===== src/rtl/exec_datapath.sv =====
// exec_datapath: ALU, operand mux, 32-word data memory and writeback mux behind the control unit
module exec_datapath #(
  parameter int DATA_WIDTH = 8,
  parameter int ADDR_BITS  = 5
) (
  input  logic                  clk,
  input  logic                  rst,
  input  logic [DATA_WIDTH-1:0] operand1,
  input  logic [DATA_WIDTH-1:0] operand2,
  input  logic [DATA_WIDTH-1:0] offset,
  input  logic [3:0]            opcode,
  input  logic                  sel1,
  input  logic                  sel3,
  input  logic                  w_r,
  output logic [DATA_WIDTH-1:0] result2,
  output logic                  zero
);
  logic [DATA_WIDTH-1:0] b, alu, alu_reg, mem_rdata;
  logic [DATA_WIDTH-1:0] mem [2**ADDR_BITS];
  logic [ADDR_BITS-1:0]  addr;
  assign b       = sel3 ? offset : operand2;
  assign addr    = alu_reg[ADDR_BITS-1:0];
  assign result2 = sel1 ? alu_reg : mem_rdata;
  // ALU; unused opcodes (including the reset opcode 15) produce zero
  always_comb begin
    alu = '0;
    case (opcode)
      4'd0: alu = operand1 + b;
      4'd1: alu = operand1 - b;
      4'd2: alu = operand1 & b;
      4'd3: alu = operand1 | b;
      4'd4: alu = operand1 ^ b;
      4'd5: alu = ~operand1;
      4'd6: alu = {operand1[DATA_WIDTH-2:0], 1'b0};
      4'd7: alu = {1'b0, operand1[DATA_WIDTH-1:1]};
      4'd8: alu = b;
      default: alu = '0;
    endcase
  end
  // ALU register, zero flag and memory; reset reloads mem[i]=i and blocks any store in flight
  always_ff @(posedge clk) begin
    if (rst) begin
      alu_reg   <= '0;
      zero      <= 1'b1;
      mem_rdata <= '0;
      for (int i = 0; i < 2**ADDR_BITS; i++) mem[i[ADDR_BITS-1:0]] <= DATA_WIDTH'(i);
    end else begin
      alu_reg   <= alu;
      zero      <= (alu == '0);
      mem_rdata <= mem[addr];
      if (w_r) mem[addr] <= operand2;
    end
  end
endmodule


===== config.mk =====
export PLATFORM = sky130hd
export DESIGN_NAME = exec_datapath
export DESIGN_NICKNAME = d
export VERILOG_FILES = /design/src/rtl/exec_datapath.sv
export SDC_FILE = /design/constraint.sdc
export NUM_CORES = 1
export LEC_CHECK = 0
export CAP_MARGIN = 15
export CELL_PAD_IN_SITES_DETAIL_PLACEMENT = 0
export CELL_PAD_IN_SITES_GLOBAL_PLACEMENT = 2
export CORE_UTILIZATION = 42
export DETAILED_ROUTE_END_ITERATION = 10
export PLACE_DENSITY_LB_ADDON = 0.25
export RECOVER_POWER = 50
export SLEW_MARGIN = 25
export SYNTH_ARGS = -nofsm -noshare
export SYNTH_HDL_FRONTEND = slang
export SYNTH_SLANG_ARGS = --single-unit

===== constraint.sdc =====
create_clock -name clk -period 3.8 [get_ports clk]
set_input_delay 0.76 -clock clk [delete_from_list [all_inputs] [get_ports clk]]
set_output_delay 0.76 -clock clk [all_outputs]
set_load 0.01 [all_outputs]

Word level (Yosys, flattened, before mapping)
Memories as Yosys holds them, arrays and structs flattened. A register that Yosys moved wholly into a read port is not among the register bits. Cells that the tools add are included.

$add $sub $neg: 2. Equality and inequality tests: 8. Reduce and logical (&&, ||, !) cells: 3. Muxes and demuxes: 11. Bitwise gates (word level): 4.

Operator list (number): $pmux W8 S9 (1); $mux W8 (3); $eq A4 B3 Y1 const B (4); $add A8 B8 Y8 (1); $and A8 B8 Y8 (1); $eq A4 B2 Y1 const B (2); $logic_not A8 Y1 (1); $not A8 Y8 (1); $or A8 B8 Y8 (1); $reduce_or A8 Y1 (1); $sub A8 B8 Y8 (1); $xor A8 B8 Y8 (1); $mux W1 (6); $mux W5 (1); $eq A4 B1 Y1 const B (1); $eq A4 B4 Y1 const B (1); $logic_not A4 Y1 (1).

Word-level logic and storage cells: 31. Register bits: 9. Output and inout port bits: 9. Bits in writable memories: 256. Memories kept: 1. Input bits: 33.

Memories: mem (words 32, width 8, read ports 1, clocked after Yosys merged registers in 1, wr ports 32, RTL line 19) `logic [DATA_WIDTH-1:0] mem [2**ADDR_BITS];`.

Depth between registers and ports, before layout
Gate-level depths: netlist of the first run.

Depth in word-level cells: 5. Gate-level depth with buffers: 13. Depth with buffers taken out: 12.

Worst setup path before layout of the first run
OpenSTA, ideal clock, no wires.

Path kind: in2reg. Start: input port sel3. End: register zero. Stages: 12. Buffers on the path: 1. Arrival time: 3129 ps. Data required time: 3704 ps. Path slack: 575 ps. Setup time: 96 ps. Cell sequence: buf_6 -> mux2i_1 -> ha_1 -> nor2_1 -> a21oi_1 -> fa_1 -> nand2b_1 -> a21oi_1 -> a2111oi_0 -> a311oi_1 -> nand4_1 -> o41ai_2.

Word-level cells in the longest chain between the ends: 4. Elaborated cells between the ends (all ways): 8. Classes of those cells: add/sub: 2; mux: 2; bitwise: 3; reduce/logical: 1.

Ends and longest elaborated chain: start, declared (RTL line 13) `input logic sel3,`; $mux W8 (*) (RTL line 21) `assign b = sel3 ? offset : operand2;`; $sub A8 B8 Y8 (tied with other cells) (RTL line 29) `4'd1: alu = operand1 - b;`; $pmux W8 S9 (*) (RTL line 27) `case (opcode)`; $logic_not A8 Y1 (*) (RTL line 49) `zero <= (alu == '0);`; end signal, assigned (RTL line 49); end, declared (RTL line 16) `output logic zero`.

Mark *: on every way between the ends. The rest lies on a longest branch, timed or not. A chain may end at the register's enable or synchronous reset.

==> results of run 1 <==
-- cells by family after synthesis --
kind of cell	after synthesis	share of synthesized area (%)
xor gates and xnor gates	8	0.5081
AOI/OAI and AO/OA	96	5.063
and+or+nand+nor	416	18.06
adders and majority gates	26	2.413
buffers and inverters	104	3.094
muxes	88	12.65
DFF	273	58.21
-- layer usage --
layer  GRT usage (%)  vias to the layer above  share of wire [%]
met4           6.567                        2                2.7
met1           31.14                     4361                 44
met5               0                        -              0.030
li1                -                     3912                  -
met3           2.859                       57                4.2
met2           37.61                      226                 49
-- final cells by class --
type / count / area share (%)
flip-flops and latches: 273 / 50.35
multi-input cells: 634 / 33.44
repair buffers: 103 / 5.159
clock buffers: 31 / 4.728
well taps: 435 / 3.411
clock inverters: 25 / 2.344
inverters: 24 / 0.5645
-- critical path: stages --
cell	delay (ns)
dlygate4sd3_1	0.56
nand2b_1	0.13
nor2_1	0.05
nand2_1	0.08
clkbuf_1	1.24
nor2_1	0.38
or2_2	0.52
-- report_power, final --
part | switching [uW] | leakage [uW] | internal (uW)
sequential | 48.2 | 0.00269 | 3370
clock | 1250 | 0.000550 | 2060
combinational | 403 | 0.00219 | 290
-- cells in the final DEF (no fill, tap or decap), drive strengths merged, types with 4 or more instances in the layout --
| master | synthesis | final |
|---|---|---|
| mux2i | 10 | 10 |
| nor2 | 53 | 53 |
| a22oi | 18 | 18 |
| buf | 22 | 47 |
| ha | 25 | 25 |
| a21oi | 9 | 9 |
| nor3 | 7 | 7 |
| o22ai | 4 | 4 |
| or3 | 85 | 85 |
| clkdlybuf4s50 | 0 | 38 |
| and2 | 182 | 182 |
| a22o | 9 | 9 |
| nand2b | 8 | 8 |
| xnor2 | 7 | 7 |
| dfxtp | 17 | 17 |
| nand2 | 13 | 13 |
| o21ai | 14 | 14 |
| inv | 24 | 25 |
| nor2b | 7 | 7 |
| nand3b | 4 | 4 |
| edfxtp | 256 | 256 |
| mux4 | 68 | 68 |
| a221oi | 10 | 10 |
| bufinv | 0 | 9 |
| mux2 | 10 | 10 |
| or2 | 33 | 33 |
| a31oi | 11 | 11 |
| clkbuf | 58 | 47 |
| clkinv | 0 | 13 |
-- worst paths after layout --
check / end / slack [ns] / depth (start not counted)
setup / recovery: mem[5][3]$_SDFFCE_PN0P_ / 0.34 / 7
setup reg to reg: mem[5][3]$_SDFFCE_PN0P_ / 0.51 / 5
hold reg to reg: mem_rdata[2]$_SDFF_PP0_ / 0.77 / 3
hold / removal: mem_rdata[2]$_SDFF_PP0_ / 0.77 / 3
-- stage by stage --
step                total power [uW]  util, %
finish                          7428    49.93
global route                    7630    49.93
CTS                             7467    50.12
detailed placement              4186    46.58
global placement                4182    46.58
floorplan                       3882        -
==> impl_metrics.csv, run 1 <==
group,metric,value,unit
outcome,status,"finished with violations",
outcome,violations,"capacitance limit, slew limit",
die,die_area,0.03356,mm^2
sta,slew_headroom,-15.21,%
place,place_ws,-0.1013,ns
clock_network,holdBufCountCts,0,
sta,slew_violations,58,
cells_and_area,diodes,0,
logic_synthesis,synth_top_area_share,55.74,%
sta,max_clock_freq,0.2889,GHz
route,wl_per_cell,24.27,um
sta,tns,0,ns
clock_network,cts_buffer_depth,3,
route,avgViaCountPerCell,5.612,
cells_and_area,largest_reg_flops,256,
die,io_pins,42,
route,first_iter_violations,582,
cells_and_area,stdcell_count,1525,
global_routing,gr-usage-all-layers,22.62,%
logic_synthesis,avgSynthCellArea,13.64,um^2
clock_network,clock_sinks,273,
logic_synthesis,synth_cells,1011,
logic_synthesis,ys_ff_latch,273,
route,routed_wl,37010,um
setup_path,cp-start-kind,"input port",
route,drc_errors,0,
logic_synthesis,synth_edf_count,256,
sta,tightest_slew,1.728,ns
setup_path,worstPathArrival,3.74,ns
clock_network,cts_setup_buffers,0,
clock_network,cts_resized,0,
worst_hold_path,min_from,"mem[18][2]$_SDFFCE_PN0P_",
sta,worst_slack,0.3381,ns
place,io_buffer_count,41,
place,placed_cells,1469,
clock_network,clockRootBuffer,"clkbuf_16",
die,num_rows,65,
pwr,leakage,0.005429,uW
place,place.gp.congestion,0.8387,
route,postRouteAntennaNets,0,
place,dp_hpwl,24650,um
logic_synthesis,postSynth.topFlopCell,"edfxtp_1",
logic_synthesis,synth.net_count,1070,
global_routing,grt_max_degree,45,
cells_and_area,multiInputGateArea,0.005336,mm^2
clock_network,cts_made_buffers,30,
cells_and_area,syn2layout_area_growth,15.71,%
cells_and_area,fill_cells,2800,
worst_hold_path,holdCritPathClass,"flip-flop to flip-flop",
setup_path,end_kind,"flip-flop",
clock_network,cts_tree,"done",
sta,rsz0062_at_grt,"no",
cells_and_area,drive_gt1_share,19.36,%
sta,final_hold_viol_count,0,
cells_and_area,regArea,0.008035,mm^2
sta,min_period,3.462,ns
global_routing,grt_overflow_total,0,
global_routing,grt_pass1_wl,55860,um
sta,fin_crit_sh,91.10,%
logic_synthesis,ys_warn_count,0,
setup_path,worstPathRequired,4.07,ns
clock_network,clkSlewWorstSetupHoldPaths,0.06,ns
logic_synthesis,yosysSeqAreaShare,58.21,%
logic_synthesis,async_flop_share,0,%
global_routing,antenna_found_initial,1,
die,die_w,183.2,um
sta,hold_slack,0.7723,ns
sta,fin_skew,0.03023,ns
route,first_pass_iters,5,
logic_synthesis,synth_cell_types,60,
cells_and_area,final_nets,1125,
die,core_area,0.03196,mm^2
setup_path,reg2reg_from,"alu_reg[1]$_SDFF_PP0_",
global_routing,grt_pass1_vias,8793,
setup_path,critPathMaxFanout,28,
pwr,p_per_area,465.5,mW/mm^2
sta,finalSetupViolCount,0,
route,vias,8558,
logic_synthesis,synthTopCellsByArea,"edfxtp_1 56%, mux4_2 11%, and2_1 8.3%",
logic_synthesis,yosysMostFrequentCell,"edfxtp_1",
setup_path,crit_start,"w_r",
logic_synthesis,yosysTopAreaCell,"edfxtp_1",
place,postPlaceCellArea,0.01489,mm^2
setup_path,crit_type,"input port to flip-flop",
cells_and_area,final_area,0.01596,mm^2
die,initial_core_util,43.15,%
clock_network,clk_latency,0.57,ns
die,die_h,183.2,um
pwr,peakVddDrop,0.3177,mV
logic_synthesis,synth_area,0.01379,mm^2
logic_synthesis,synthTopCellsByCount,"256 x edfxtp_1, 182 x and2_1, 85 x or3_1",
clock_network,htreeDepth,1,
run,maxCapViolCount,2,
No activity file was read; power rests on OpenSTA's default activity.
==> run 2: changes to the inputs <==
--- a/config.mk
+++ b/config.mk
@@ -8,7 +8,7 @@
 export CAP_MARGIN = 15
 export CELL_PAD_IN_SITES_DETAIL_PLACEMENT = 0
 export CELL_PAD_IN_SITES_GLOBAL_PLACEMENT = 2
-export CORE_UTILIZATION = 42
+export CORE_UTILIZATION = 45
 export DETAILED_ROUTE_END_ITERATION = 10
 export PLACE_DENSITY_LB_ADDON = 0.25
 export RECOVER_POWER = 50
==> run 2 against run 1 <==
The flow still finishes with violations (capacitance limit, slew limit). Register-to-register slack lost 0.02 ns. Global-route usage grew 0.60 points. Final area shrank 1.6%. Die area shrank 6.6%. Combinational power shrank 2%. Clock-buffer cell count grew 14. Sequential share of layout area grew 0.82 points. Final cell count shrank 3.7%. Routed wire length shrank 4.4%. Non-clock buffer count shrank 11. Clock power shrank 13%. Worst hold slack lost 0.0041 ns.
==> impl_metrics.csv, run 2 (same netlist as run 1, synthesis figures left out) <==
group,metric,value,unit
cells_and_area,syn2layout_area_growth,13.86,%
route,routed_wl,35370,um
clock_network,clockRootBuffer,"clkbuf_16",
route,first_iter_violations,695,
global_routing,gr-usage-all-layers,23.23,%
sta,max_clock_freq,0.2862,GHz
clock_network,holdBufCountCts,0,
clock_network,cts_buffer_depth,3,
sta,fin_crit_sh,91.95,%
setup_path,crit_chain,"dlygate4sd3_1 -> nand2b_1 -> nor2_1 -> nand2_1 -> clkbuf_1 -> nor2_1 -> or2_2",
clock_network,cts_setup_buffers,0,
outcome,status,"finished with violations",
clock_network,htreeDepth,1,
place,place.gp.congestion,0.8396,
setup_path,crit_type,"input port to flip-flop",
sta,slew_violations,29,
die,num_rows,63,
die,die_w,177.1,um
sta,fin_skew,0.02998,ns
clock_network,cts_tree,"done",
route,wl_per_cell,24.07,um
worst_hold_path,holdCritPathClass,"flip-flop to flip-flop",
cells_and_area,stdcell_count,1469,
global_routing,grt_overflow_total,0,
setup_path,worstPathArrival,3.76,ns
global_routing,antenna_found_initial,1,
place,placed_cells,1413,
cells_and_area,utilization,52.56,%
sta,final_hold_viol_count,0,
global_routing,grt_pass1_wl,53440,um
pwr,p_per_area,445.4,mW/mm^2
setup_path,critPathMaxFanout,28,
place,io_buffer_count,41,
clock_network,cts_made_buffers,30,
cells_and_area,final_nets,1114,
sta,slew_headroom,-7.403,%
die,die_h,177.1,um
sta,tightest_slew,1.611,ns
cells_and_area,largest_reg_flops,256,
pwr,leakage,0.005324,uW
sta,tns,0,ns
route,first_pass_iters,4,
place,dp_hpwl,23770,um
cells_and_area,layout_commonest_cell,"edfxtp_1",
sta,rsz0062_at_grt,"no",
route,postRouteAntennaNets,0,
clock_network,clkSlewWorstSetupHoldPaths,0.06,ns
sta,min_period,3.494,ns
die,initial_core_util,46.16,%
setup_path,cp-start-kind,"input port",
global_routing,grt_max_degree,44,
route,avgViaCountPerCell,5.735,
cells_and_area,drive_gt1_share,18.26,%
cells_and_area,diodes,0,
route,vias,8425,
outcome,violations,"capacitance limit, slew limit",
route,drc_errors,0,
setup_path,cpPeakStageDelay,1.17,ns
clock_network,clock_sinks,273,
clock_network,cts_resized,0,
global_routing,grt_pass1_vias,8581,
cells_and_area,final_cell_mix,"256 x edfxtp_1, 98 x and2_0, 85 x or3_1",
pwr,peakVddDrop,0.3097,mV
setup_path,cp_common_cell,"nor2_1",
die,die_area,0.03135,mm^2
setup_path,end_kind,"flip-flop",
die,io_pins,42,
cells_and_area,fill_cells,2551,
setup_path,worstPathRequired,4.06,ns
clock_network,clk_latency,0.57,ns
run,maxCapViolCount,1,
setup_path,crit_slowest_cell,"clkbuf_1",
sta,finalSetupViolCount,0,
die,core_area,0.02987,mm^2
setup_path,reg2reg_slack,0.49,ns
## run 2: stage by stage
stage | total power, uW | hold slack (ns) | worst slack (ns) | instance area (um^2)
after CTS | 7053 | 0.7780 | 0.4757 | 15740
after floorplan | 3882 | 0.7029 | 0.5753 | 13790
after global placement | 4168 | 0.7632 | -0.08215 | 14740
after detailed placement | 4175 | 0.7605 | -0.09422 | 14750
final | 6994 | 0.7681 | 0.3058 | 15700
after global routing | 7189 | 0.8205 | 0.1712 | 15700
## run 2: final timing paths
kind | startpoint | to | cells after the start
worst min-delay path | mem[28][4]$_SDFFCE_PN1P_ | mem_rdata[4]$_SDFF_PP0_ | 3
worst max-delay path | rst | mem[6][6]$_SDFFCE_PN0P_ | 7
worst max register to register | alu_reg[0]$_SDFF_PP0_ | mem[6][6]$_SDFFCE_PN0P_ | 5
worst min register to register | mem[28][4]$_SDFFCE_PN1P_ | mem_rdata[4]$_SDFF_PP0_ | 3
## run 2: final cells by class
class | instances | area [um^2] | share of cell area [%]
Sequential cell | 273 | 8035 | 51.17
Multi-Input combinational cell | 634 | 5346 | 34.05
Clock buffer | 45 | 847.1 | 5.394
Timing Repair Buffer | 92 | 755.7 | 4.813
Tap cell | 390 | 488.0 | 3.108
Clock inverter | 11 | 140.1 | 0.8924
Inverter | 24 | 90.09 | 0.5737
## run 2: critical path, delay by kind of cell
family / cells / cell delay (ns)
buf+inv: 2 / 1.76
simple gates: 5 / 1.21
## run 2: power breakdown
group	internal (uW)	leakage [uW]	switching (uW)	total [uW]
clock network	1740	0.000479	1160	2890
logic	284	0.00215	391	676
registers	3370	0.00269	51.5	3430
total	5400	0.00532	1600	6990
## run 2: metal layers
layer  part of all wire, %  wire (um)  track usage (%)
met5                     0          0                0
met4                   3.2       1117            7.004
met3                   3.9       1368            2.620
met2                    49      17290            38.54
met1                    44      15590            32.03
